--- src/rtl/apb_slave_regs.sv ---
// APB completer with ID, WAIT_CFG and scratch registers; errors reported on pslverr.
// Optional wait states are enabled by defining APB_SLAVE_WAIT_EN.
`ifndef APB_ADDR_W
`define APB_ADDR_W 32
`endif
`ifndef APB_DATA_W
`define APB_DATA_W 32
`endif

module apb_slave_regs #(
  parameter int          ADDR_W   = `APB_ADDR_W,
  parameter int          DATA_W   = `APB_DATA_W,
  parameter int          NUM_REGS = 8,
  parameter logic [31:0] ID_VAL   = 32'hA5B0_0001
) (
  input  logic              clk,
  input  logic              rst_n,
  input  logic              psel,
  input  logic              penable,
  input  logic              pwrite,
  input  logic [ADDR_W-1:0] paddr,
  input  logic [DATA_W-1:0] pwdata,
  output logic [DATA_W-1:0] prdata,
  output logic              pready,
  output logic              pslverr
);

  localparam int                IDX_W      = $clog2(NUM_REGS);
  localparam int                NSCR       = NUM_REGS - 2;
  localparam logic [ADDR_W-1:0] ADDR_LIMIT = ADDR_W'(4 * NUM_REGS);

  typedef enum logic {
    ST_IDLE   = 1'b0,
    ST_ACCESS = 1'b1
  } state_e;

  state_e            state_q;
  logic              err_q;
  logic              wr_q;
  logic [IDX_W-1:0]  idx_q;
  logic              pready_q;
  logic              pslverr_q;
  logic [DATA_W-1:0] prdata_q;
  logic [DATA_W-1:0] scratch_q [NSCR];
  logic [3:0]        wait_cfg;

`ifdef APB_SLAVE_WAIT_EN
  logic [3:0]        wait_cfg_q;
  logic [3:0]        wcnt_q;
  logic [DATA_W-1:0] snap_q;
  logic [DATA_W-1:0] resp_data;

  assign wait_cfg  = wait_cfg_q;
  // Response presented once the wait count expires, built from the setup snapshot.
  assign resp_data = (!wr_q && !err_q) ? snap_q : '0;
`else
  assign wait_cfg  = 4'd0;
`endif

  logic [IDX_W-1:0]  idx;
  logic              dec_err;
  logic              setup_ok;
  logic              wait_zero;
  logic              commit;
  logic [DATA_W-1:0] rd_val;

  assign idx       = paddr[IDX_W+1:2];
  assign dec_err   = (paddr >= ADDR_LIMIT) || (paddr[1:0] != 2'b00) ||
                     (pwrite && (paddr == '0));
  assign setup_ok  = psel && !penable;
  assign wait_zero = (wait_cfg == 4'd0);
  assign commit    = (state_q == ST_ACCESS) && psel && penable && pready_q &&
                     wr_q && !err_q;

  always_comb begin
    rd_val = '0;
    if (idx == '0) begin
      rd_val = DATA_W'(ID_VAL);
    end else if (idx == IDX_W'(1)) begin
      rd_val = DATA_W'(wait_cfg);
    end else begin
      for (int i = 0; i < NSCR; i++) begin
        if (idx == IDX_W'(i + 2)) rd_val = scratch_q[i];
      end
    end
  end

  // Outputs are flops: they are loaded at setup when no wait is configured,
  // otherwise when the wait counter reaches its last step.
  always_ff @(posedge clk or negedge rst_n) begin
    if (!rst_n) begin
      state_q   <= ST_IDLE;
      err_q     <= 1'b0;
      wr_q      <= 1'b0;
      idx_q     <= '0;
      pready_q  <= 1'b0;
      pslverr_q <= 1'b0;
      prdata_q  <= '0;
`ifdef APB_SLAVE_WAIT_EN
      wcnt_q    <= 4'd0;
      snap_q    <= '0;
`endif
    end else begin
      case (state_q)
        ST_IDLE: begin
          if (setup_ok) begin
            state_q   <= ST_ACCESS;
            err_q     <= dec_err;
            wr_q      <= pwrite;
            idx_q     <= idx;
            pready_q  <= wait_zero;
            pslverr_q <= wait_zero && dec_err;
            prdata_q  <= (wait_zero && !pwrite && !dec_err) ? rd_val : '0;
`ifdef APB_SLAVE_WAIT_EN
            wcnt_q    <= wait_cfg_q;
            snap_q    <= rd_val;
`endif
          end
        end
        ST_ACCESS: begin
          if (!(psel && penable)) begin
            state_q   <= ST_IDLE;
            pready_q  <= 1'b0;
            pslverr_q <= 1'b0;
            prdata_q  <= '0;
          end else if (pready_q) begin
            state_q   <= ST_IDLE;
            pready_q  <= 1'b0;
            pslverr_q <= 1'b0;
            prdata_q  <= '0;
          end
`ifdef APB_SLAVE_WAIT_EN
          else begin
            wcnt_q <= wcnt_q - 4'd1;
            if (wcnt_q == 4'd1) begin
              pready_q  <= 1'b1;
              pslverr_q <= err_q;
              prdata_q  <= resp_data;
            end
          end
`endif
        end
        default: state_q <= ST_IDLE;
      endcase
    end
  end

  always_ff @(posedge clk or negedge rst_n) begin
    if (!rst_n) begin
      for (int i = 0; i < NSCR; i++) scratch_q[i] <= '0;
`ifdef APB_SLAVE_WAIT_EN
      wait_cfg_q <= 4'd0;
`endif
    end else if (commit) begin
`ifdef APB_SLAVE_WAIT_EN
      if (idx_q == IDX_W'(1)) wait_cfg_q <= pwdata[3:0];
`endif
      for (int i = 0; i < NSCR; i++) begin
        if (idx_q == IDX_W'(i + 2)) scratch_q[i] <= pwdata;
      end
    end
  end

  assign pready  = pready_q;
  assign pslverr = pslverr_q;
  assign prdata  = prdata_q;

endmodule
--- config.mk ---
export PLATFORM = sky130hd
export DESIGN_NAME = apb_slave_regs
export DESIGN_NICKNAME = d
export VERILOG_FILES = /design/src/rtl/apb_slave_regs.sv
export SDC_FILE = /design/constraint.sdc
export NUM_CORES = 1
export LEC_CHECK = 0
export BUFFER_PORTS_ARGS = -buffer_cell sky130_fd_sc_hd__buf_2
export CAP_MARGIN = 20
export CORE_ASPECT_RATIO = 1.1
export CORE_MARGIN = 2
export CORE_UTILIZATION = 54
export DETAILED_ROUTE_END_ITERATION = 16
export PLACE_DENSITY = 0.75
export SLEW_MARGIN = 0
export SYNTH_ARGS = -nofsm -noshare
export SYNTH_HDL_FRONTEND = slang
export SYNTH_SLANG_ARGS = --single-unit
--- constraint.sdc ---
create_clock -name clk -period 2.1 [get_ports clk]
set_input_delay 0.315 -clock clk [delete_from_list [all_inputs] [get_ports clk]]
set_output_delay 0.315 -clock clk [all_outputs]
set_load 0.05 [all_outputs]
# Yosys cells after proc, flatten, opt, wreduce, memory -nomap -nowiden
# Cells that the tools add are included.
[totals] register_bits=232 elab_cells=79 output_inout_bits=34
[op_classes] eq_ne=15 magnitude_cmp=1 muxes=23 reduce_logical=26 bitwise_logic=1
[op_table] op="32-bit 2-to-1 mux" n=12
[op_table] op="32-bit one-hot mux with 2 select lines" n=1
[op_table] op="32-bit by 6-bit >= comparator with 1-bit output (second input constant)" n=1
[op_table] op="32-bit zero test" n=1
[op_table] op="3-bit equality test (second input constant)" n=8
[op_table] op="2-bit AND reduction" n=8
[op_table] op="3-bit by 2-bit equality test with 1-bit output (second input constant)" n=4
[op_table] op="1-bit logical AND" n=9
[op_table] op="1-bit 2-to-1 mux" n=7
[op_table] op="1-bit one-hot mux with 2 select lines" n=3
[op_table] op="1-bit zero test" n=4
[op_table] op="3-bit by 1-bit equality test with 1-bit output (second input constant)" n=1
[op_table] op="3-bit zero test" n=1
[op_table] op="3-bit inequality test (second input constant)" n=1
[op_table] op="1-bit logical OR" n=2
[op_table] op="2-bit inequality test (second input constant)" n=1
[op_table] op="2-bit nonzero test" n=1
[op_table] op="1-bit inverter" n=1

# Logic depth before layout (Yosys ltp)
[logic_depth] word_depth=12 mapped_depth=7

# Worst setup path before layout
# Ideal clock, no wire load.
[synth_path] path_kind="flip-flop to flip-flop" startpoint="register pready_q (netlist: pready)" endpoint="register scratch_q[10] in the netlist's numbering" setup_time_ns=0.125 path_slack_ns=0.153 t_required_ns=1.975 path_stages_with_launch=6 arrival_time_ns=1.822 path_cell_list="dfrtp_1 -> nand4_2 -> or3_1 -> buf_2 -> buf_6 -> mux2_4"
[synth_via] elab_chain_len=4
[synth_lines] item="start, declared" line="41" rtl="logic pready_q;"
[synth_lines] item="start signal, assigned" line="111" rtl="pready_q <= wait_zero;"
[synth_lines] item="1-bit logical AND (2 in series)" line="72" rtl="assign commit = (state_q == ST_ACCESS) && psel && penable && pready_q &&"
[synth_lines] item="1-bit logical AND" line="73" rtl="wr_q && !err_q;"
[synth_lines] item="2-bit AND reduction (no source line)"
[synth_lines] item="end signal, assigned by index" line="159" rtl="if (idx_q == IDX_W'(i + 2)) scratch_q[i] <= pwdata;"
[synth_lines] item="end, declared" line="44" rtl="logic [DATA_W-1:0] scratch_q [NSCR];"
# No other way between the ends.
# A chain may end at the register's enable or synchronous reset.

# Worst setup path in the final report
[layout_path] startpoint="register err_q" endpoint="register scratch_q[3] in the netlist's numbering"
[layout_via] elab_chain_len=3
[layout_lines] item="start, declared" line="38" rtl="logic err_q;"
[layout_lines] item="start signal, assigned" line="108" rtl="err_q <= dec_err;"
[layout_lines] item="1-bit zero test" line="73"
[layout_lines] item="1-bit logical AND" line="73"
[layout_lines] item="2-bit AND reduction (no source line)"
# No other way between the ends.

==> metrics.md <==
| Metric | Value |
|---|---|
| Outcome | `complete, no violations` |
| Clk pin slew, worst setup/hold paths | `60 ps` |
| 1st-pass router iterations | `5` |
| GRT Total Usage | `25.0%` |
| CTS buffer count | `25` |
| Vias in the first global route | `7480` |
| Critical setup path kind | `register to register` |
| Power, Total | `9130 uW` |
| Share of cells above drive strength 1 | `approximately 47%` |
| Reg2Reg Launch Point | `err_q` |
| Largest net degree at the start of global routing | `68` |
| Fin. max-slew vios | `0` |
| Critical path launch point type | `register` |
| Final instance area | `12300 um^2` |
| # rows | `53` |
| WL final | `between 20000 and 25000 um` |
| Hold Startpoint | `psel` |
| Fill cells | `roughly 1400` |
| Slew headroom | `65.4%` |
| Worst min path class | `primary input to register` |
| Max Cap Violations | `0` |
| Unrepaired setup endpoints after global routing | `false` |
| DRC | `0` |
| Initial antenna violation count | `0` |
| Initial Utilization | `55.2%` |
| Final HPWL DP | `15500 um` |
| Cells after Synth | `746` |
| Layout area overhead | `17.0%` |
| RR Endpoint | `scratch_q[3]` |
| Most common flop cell mapped by yosys | `dfrtp_1` |
| DIE WIDTH | `~140 um` |
| Post-synth top cells | `dfrtp_1, mux2_2, mux2_4` |
| Nets@finish | `925` |
| DRT iter0 DRCs | `around 400` |
| Top post-synthesis cells by area | `dfrtp_1, mux2_2, mux2_4` |
| FFs w/ async S/R, synth | `100%` |
| Leakage | `about 0.0062 uW` |
| Synth Warn # | `0` |
| DRT antenna net count | `0` |
| Post-Syn Area | `10500 um^2` |
| Die height | `about 150 um` |
| Final Setup Violations | `0` |
| Net Count, Synth | `815` |
| Yosys top cell area share | `55.1%` |
| Highest Clock Rate | `494 MHz` |
| CTS Buffer Depth | `3` |
| Port Buffers | `102` |
| Postcts setup bufs | `0` |
| Fin cells | `1118` |
| Global-route wire length before repair | `around 40000 um` |
| Final min period | `about 2000 ps` |
| CP Capture Type | `register` |
| Via density per instance | `6.16` |
| Pwr per Cell Area | `740 nW/um^2` |
| Required time of the critical path | `2490 ps` |
| WHS Endpoint | `state_q` |
| Placed Cells | `approximately 1100` |
| Synth cell types | `45` |
| Final Skew | `between 7 and 8 ps` |
| Post-DR wirelength/cell | `22.3 um` |
| Tightest Pin Transition | `518 ps` |
| Crit-path max FO | `32` |
| Core Area | `19100 um^2` |
| Maximum VDD drop | `0.546 mV` |
| Die area | `20600 um^2` |
| R2r setup slk | `80 ps` |
| Diodes inserted | `0` |
| Syn avg cell area | `14.1 um^2` |
| Cell Area, Placed | `11600 um^2` |
| Most common cell in the netlist | `dfrtp_1` |
| Io pins | `103` |
| Hold depth | `2` |
| Sequential-to-total area share from yosys stat | `between 50 and 60%` |
| Final Hold Viols | `0` |
| Skew-Pair Late Insertion Delay | `roughly 510 ps` |
| Vias | `between 6000 and 7000` |
| CP Data Arrival Time | `2410 ps` |
| Gpl congestion | `0.767` |
| H-tree levels | `1` |
| Number of flops mapped to enable cells by yosys | `0` |
| Clock Sinks | `232` |
| TritonCTS clock tree | `yes` |
| Area leader, netlist | `dfrtp_1` |
| Flops & latches, synth | `roughly 230` |
| Gr ovfl total | `0` |
| Setup TNS | `0 ps` |
| Root Driver | `clkbuf_16` |
| R2R depth | `5` |
| Period utilization | `between 90% and 100%` |
| Hold_ws | `64.0 ps` |
metrics by stage:
step	worst slack [ps]	util, %
after CTS	28.2	64.5
after global placement	-23.8	60.5
final	77.4	64.5
after global routing	8.03	64.5
after floorplan	153	-
after detailed placement	31.0	60.5
flip-flops by register name (all words and copies together), names as in the netlist:
signal,count
idx_q,3
prdata,32
pready,1
err_q,1
pslverr,1
state_q,1
scratch_q,192
wr_q,1
cell families after synthesis:
group                  share of synthesized area (%)
AND/OR/NAND/NOR                                 5.24
multiplexers                                    28.7
flip-flops                                      55.1
buffers and inverters                           2.79
AO/OA/AOI/OAI                                   8.11
worst max-delay path by stage:
| stage | from | end | slack (ps) | cells after the start |
|---|---|---|---|---|
| after floorplan | pready | scratch_q[10] | 150 | 5 |
| after global placement | paddr[3] | prdata[30] | -20 | 5 |
| after detailed placement | psel | scratch_q[24] | 30 | 6 |
| after CTS | err_q | scratch_q[3] | 30 | 5 |
| after global routing | err_q | scratch_q[3] | 8 | 5 |
| final | err_q | scratch_q[3] | 80 | 5 |
placed cells by master (no fill, tap or decap), types with 6 or more instances in the layout:
master     netlist  final
clkbuf_16        0     25
o2bb2ai_1       17     17
nor4_1           6      6
buf_2           19    100
mux2_2         148    148
nor2_1           7      6
a22oi_1          7      7
o21ai_0         40     40
buf_4            0     23
buf_12           0     12
nand2b_1         7      7
dfrtp_1        232    232
nand2_1         34     34
mux4_2           7      7
mux2_1          10     10
mux2i_1         19     19
clkinv_2         0      9
a222oi_1        17     17
mux2_4          60     60
a21oi_1         10      9
report_power, final:
part | switching (uW) | internal (uW)
Combinational | 369 | 191
Clock | 1720 | 2310
Sequential | 38.8 | 4500
Total | 2120 | 7000
what timing repair did:
| item | 4_1_cts | 5_1_grt |
|---|---|---|
| gates resized for setup | 0 | 2 |
| endpoints found under the setup margin | 0 | 60 |
| hold endpoints to repair | 60 | 0 |
| hold buffers | 1 | 0 |
routing by layer:
layer  vias to the layer above  GRT usage, %  routed length [um]
met4                         0          8.97                 695
met2                       247          41.3               12200
met1                      3582          33.8               10700
met3                        61          3.67                1310
met5                         -             0                   0
li1                       3000             -                   -
area by class of cell:
cell class              instances  area (um^2)  share of cell area (%)
clock buffers                  32          692                    5.61
clock inverters                10         52.6                   0.426
multi-input cells             454         4500                    36.5
flip-flops and latches        232         5810                    47.1
repair buffers                138          950                    7.70
well taps                     247          309                    2.51
inverters                       5         18.8                   0.152
worst max-delay path, stage by stage (launching register included):
cell and delay, ps:
dfrtp_1 370, and4b_2 320, nand4_4 150, or3_2 480
buf_12 230, mux2_4 330
No activity file was read; power rests on OpenSTA's default activity.
